$ cat config.mk
export PLATFORM = sky130hd
export DESIGN_NAME = phy_rx_lane_deskew
export DESIGN_NICKNAME = d
export VERILOG_FILES = /design/src/rtl/phy_rx_lane_deskew.sv
export SDC_FILE = /design/constraint.sdc
export NUM_CORES = 1
export LEC_CHECK = 0
export ABC_AREA = 1
export BUFFER_PORTS_ARGS = -buffer_cell sky130_fd_sc_hd__buf_2
export CAP_MARGIN = 20
export CORE_ASPECT_RATIO = 1.75
export CORE_UTILIZATION = 40
export CTS_CLUSTER_SIZE = 10
export DETAILED_ROUTE_END_ITERATION = 12
export GPL_TIMING_DRIVEN = 0
export SLEW_MARGIN = 0
export SYNTH_ARGS = -nofsm -noshare
export SYNTH_HDL_FRONTEND = slang
export SYNTH_SLANG_ARGS = --single-unit
$ cat constraint.sdc
create_clock -name clk -period 4.25 [get_ports clk]
set_clock_uncertainty 0.2 [all_clocks]
set_input_delay 0 -clock clk [delete_from_list [all_inputs] [get_ports clk]]
set_output_delay 0 -clock clk [all_outputs]
set_load 0.05 [all_outputs]
$ cat src/rtl/phy_rx_lane_deskew.sv
// rtl/phy_rx_lane_deskew.sv - serial comma aligner, lock detector and round-robin lane striper
module phy_rx_lane_deskew #(
  parameter int              WIDTH      = 8,
  parameter logic [WIDTH-1:0] COMMA     = 8'hBC,
  parameter int              LOCK_COUNT = 4,
  parameter int              LANES      = 4,
  localparam int             LP_W       = (LANES > 1) ? $clog2(LANES) : 1
) (
  input  logic                   clk,
  input  logic                   reset,
  input  logic                   in,
  output logic [LANES*WIDTH-1:0] out_data,
  output logic [LANES-1:0]       out_valid,
  output logic                   active,
  output logic [LP_W-1:0]        lane_ptr
);

  localparam int CW = $clog2(WIDTH);
  localparam int NW = $clog2(LOCK_COUNT + 1);

  typedef enum logic [1:0] {SEARCH, COUNT, LOCKED} state_t;

  state_t                 state, state_d;
  logic [WIDTH-1:0]       sr, sr_next;
  logic [CW-1:0]          bit_cnt, bit_cnt_d;
  logic [NW-1:0]          comma_cnt, comma_cnt_d;
  logic                   active_d;
  logic [LP_W-1:0]        lane_ptr_d;
  logic [LANES*WIDTH-1:0] out_data_d;
  logic [LANES-1:0]       out_valid_d;
  logic                   is_comma, boundary;

  always_comb begin
    sr_next     = {sr[WIDTH-2:0], in};
    is_comma    = (sr_next == COMMA);
    boundary    = (bit_cnt == CW'(WIDTH - 1));
    state_d     = state;
    bit_cnt_d   = boundary ? '0 : bit_cnt + CW'(1);
    comma_cnt_d = comma_cnt;
    active_d    = active;
    lane_ptr_d  = lane_ptr;
    out_data_d  = out_data;
    out_valid_d = '0;

    case (state)
      SEARCH: begin
        bit_cnt_d = '0;
        if (is_comma) begin
          comma_cnt_d = NW'(1);
          if (LOCK_COUNT == 1) begin
            state_d    = LOCKED;
            active_d   = 1'b1;
            lane_ptr_d = '0;
          end else begin
            state_d = COUNT;
          end
        end
      end

      COUNT, LOCKED: begin
        // A comma off the symbol grid means the line slipped; it wins over any partial symbol.
        if (is_comma && !boundary) begin
          state_d     = COUNT;
          bit_cnt_d   = '0;
          comma_cnt_d = NW'(1);
          active_d    = 1'b0;
          lane_ptr_d  = '0;
        end else if (boundary) begin
          if (state == COUNT) begin
            if (is_comma) begin
              if (int'(comma_cnt) + 1 >= LOCK_COUNT) begin
                state_d     = LOCKED;
                comma_cnt_d = NW'(LOCK_COUNT);
                active_d    = 1'b1;
                lane_ptr_d  = '0;
              end else begin
                comma_cnt_d = comma_cnt + NW'(1);
              end
            end else begin
              state_d     = SEARCH;
              comma_cnt_d = '0;
            end
          end else if (!is_comma) begin
            out_data_d[lane_ptr*WIDTH +: WIDTH] = sr_next;
            out_valid_d[lane_ptr]               = 1'b1;
            lane_ptr_d = (LANES == 1) ? '0 : lane_ptr + LP_W'(1);
          end
        end
      end

      default: state_d = SEARCH;
    endcase
  end

  always_ff @(posedge clk) begin
    if (reset) begin
      state     <= SEARCH;
      sr        <= '0;
      bit_cnt   <= '0;
      comma_cnt <= '0;
      active    <= 1'b0;
      lane_ptr  <= '0;
      out_data  <= '0;
      out_valid <= '0;
    end else begin
      state     <= state_d;
      sr        <= sr_next;
      bit_cnt   <= bit_cnt_d;
      comma_cnt <= comma_cnt_d;
      active    <= active_d;
      lane_ptr  <= lane_ptr_d;
      out_data  <= out_data_d;
      out_valid <= out_valid_d;
    end
  end

endmodule

==> metrics.md <==
| Metric | Value |
|---|---|
| Run status | completed |
| Die ar. | around 6400 sq um |
| Crit path cell chain | buf_2 > inv_1 > ha_1 > clkbuf_1 > nor3_2 > nand2_1 > a2bb2oi_1 |
| Detailed Routing Iterations Pass 1 | 6 |
| Post-synthesis mux area share | 0% |
| Setup-failing EPs final | 0 |
| Clk Latency, worst-skew pair | about 0.31 ns |
| Avg WL per Cell | roughly 12 microns |
| Hold Path Depth | 2 |
| FF-to-FF setup slack | roughly 1.7 ns |
| Period utilization | roughly three fifths |
| Synth Instances | around 320 |
| Synth Area in Simple Gates | 30.2% |
| H-tree levels | 2 |
| HPWL Detailed | ~4000 microns |
| Crit path DAT | between 2 and 3 ns |
| Slew headroom | approximately 62% |
| Top cell type's share of synthesized area | between 40% and 50% |
| Peak VDD IR | between 200 and 300 uV |
| Maximum number of pins on one net before global-route repair | 15 |
| GRT overflow | 0 |
| Core footprint | 5880 sq um |
| Adder and majority gate portion of the synthesized area | under 10% |
| Initial core utilization | between 40% and 50% |
| Fin worst setup slack | roughly 1.7 ns |
| Power per cell area | 293 nW/um^2 |
| Final nets | roughly 390 |
| Worst-Margin Slew | between 0.5 and 0.6 ns |
| Ys flop type | dfxtp_1 |
| Setup_tns | 0 ns |
| Complex-gate fraction of the synthesized area | under 10% |
| Number of enable flip-flop cells after synthesis | 0 |
| Kind of end point of the critical path | flip-flop |
| Top cells by area, synth | dfxtp_1, nand2_1, nor2_1 |
| Io pins | between 40 and 50 |
| Ys async rst share | 0% |
| Port bufs | 40 |
| Largest family of logic cells by synthesized area | simple AND/OR/NAND/NOR gates |
| Crit path largest cell delay | between 0.5 and 0.6 ns |
| RSZ-0062 raised after global routing | false |
| Root Driver | clkbuf_8 |
| Worst min-delay path endpoint | out_data[20] |
| Number of global-route vias before repair | roughly 2000 |
| Distinct cell type count of the synthesized netlist | 28 |
| Post-Place Cells | ~440 |
| Die Ht | about 110 microns |
| CTS tree | yes |
| Routed vias | between 2000 and 2500 |
| Layout cells sized above 1 | 17.7% |
| Initial antenna violation count | 0 |
| Pre-CTS setup slack | ~1.7 ns |
| Leading area contributor after synthesis | dfxtp_1 |
| Layout fillers | 627 |
| Total GRT Usage | between 10% and 20% |
| Register area share after synthesis | between 40% and 50% |
| HP Class | flip-flop to flip-flop |
| Crit path from | lane_ptr[0] |
| WP data required | 4.29 ns |
| FF-to-FF path depth | 7 |
| Worst-path clk slew | ~0.08 ns |
| Post-synthesis register bit count | 54 |
| Detail Route Antenna Nets | 0 |
| Syn-to-layout area delta | 16.9% |
| Number of diodes | 0 |
| Cell Rows | 37 |
| Most common cell in the netlist | nand2_1 |
| Pleak | about 0.0013 uW |
| Final Util | slightly below 50% |
| CTS Buf Count | 5 |
| Critical Path Start Type | flip-flop |
| Detailed Route WL | between 5000 and 6000 microns |
| Slowest cell on crit path | nor3_2 |
| Reg-to-Reg End | out_data[0] |
| # DRC | 0 |
| Mapped Area | 2430 sq um |
| First-pass GRT wire length | 8940 microns |
| Worst Min Path Start | out_data[20] |
| Syn Area/Cell | ~7.6 sq um |
| Peak Freq | about 0.40 GHz |
| Die W | 60.9 microns |
| Buffer and inverter count on the worst path | 3 |
| Crit path time final | 2.53 ns |
| Pins Over Slew Limit | 0 |
| Warnings from Yosys | 0 |
| 1st-iter DRT viols | between 40 and 50 |
| CTS sink count | 54 |
| Max-cap check violation count | 0 |
| RD Place Congestion | between 0.8 and 0.9 |
| Setup CP Type | flip-flop to flip-flop |
| Mapped Nets | roughly 340 |
| Top Family by Delay on Critical Path | buffers and inverters |
| Most instantiated cells after synthesis | nand2_1, dfxtp_1, nor2_1 |
| Final hold vios | 0 |
| Crit Path Max Fanout | 10 |
| Non-filler cells, final | around 450 |
| Worst r2r src | lane_ptr[0] |
| Routed vias/inst | approximately 4.7 |
| CTS max path bufs | 2 |
| Xor and xnor fraction of the mapped netlist area | 0% |
## per-layer routing
layer	up-vias	GRT usage, %	part of all wire (%)
li1	1111	-	-
met1	941	22.3	44
met2	38	29.4	49
met3	14	4.21	3.0
met4	0	10.2	3.4
met5	-	0	0
## cells by family after synthesis
| logic type | count (synthesis) |
|---|---|
| compound gates | 43 |
| simple gates | 160 |
| flops | 54 |
| fa+ha+maj | 14 |
| buf+inv | 48 |
## cells in the final DEF, fill, tap and decap left out
master	netlist	layout
a31oi_1	1	1
clkinv_1	1	1
or2_2	2	2
inv_2	4	4
clkbuf_1	6	6
o21ai_0	6	6
buf_6	2	2
dlygate4sd3_1	0	3
nor2_4	2	2
nand3_4	1	1
nor2_8	2	2
o22ai_1	1	1
o21ai_1	15	15
buf_2	2	42
nor3_2	1	1
inv_1	32	32
nor2_2	1	1
nand3_1	38	38
nor3_1	2	2
nor2_1	53	53
nand2_1	55	55
nand2_2	1	1
ha_1	14	14
o21ai_2	1	1
a2bb2oi_1	5	5
dfxtp_1	54	54
nand4_1	2	2
buf_1	1	1
clkbuf_8	0	6
a21oi_1	14	14
## worst max-delay path by stage
stage / slack, ns / endpoint / depth (start not counted)
2_1_floorplan: 1.79 / out_data[0] / 7
3_3_place_gp: 1.72 / out_data[0] / 7
3_5_place_dp: 1.71 / out_data[4] / 7
4_1_cts: 1.69 / out_data[0] / 7
5_1_grt: 1.51 / out_data[0] / 7
6_report: 1.72 / out_data[0] / 7
## report_power, final
group	internal [uW]	total (uW)	leakage, uW	switching, uW
registers	510	513	0.000436	3.10
clock network	126	278	0.0000431	152
logic	12.9	40.3	0.000778	27.4
## metrics by stage
step / hold slack [ns] / total power (uW) / area, sq um
after global routing: 0.302 / 871 / 2840
after floorplan: -0.0690 / 554 / 2430
after detailed placement: 0.0865 / 564 / 2730
final: 0.268 / 831 / 2840
after CTS: 0.272 / 843 / 2840
after global placement: 0.0855 / 564 / 2730
## state kept, by name (all words and copies together) (netlist names)
register   cells
state          2
active         1
out_valid      4
bit_cnt        3
out_data      32
comma_cnt      3
lane_ptr       2
sr             7
## area by class of cell
class / instances / area (sq um) / share of cell area, %
sequential: 54 / 1080 / 38.1
multi-input combinational: 217 / 1150 / 40.5
tap: 78 / 97.6 / 3.44
buffer: 11 / 58.8 / 2.07
timing repair buffer: 43 / 230 / 8.11
clock buffer: 6 / 82.6 / 2.91
inverter: 37 / 139 / 4.89
## tightest hold or removal path: cells and delay by family, from the launching register on
kind	cells	cell delay (ns)
DFF	1	0.32
and+or+nand+nor	1	0.06
AOI/OAI and AO/OA	1	0.05
## what timing repair did
item                      4_1_cts  5_1_grt
hold endpoints to repair        7        0
hold buffers                    3        0
setup buffers                   0        0
resized for setup               0        0
No activity file was read; power rests on OpenSTA's default activity.
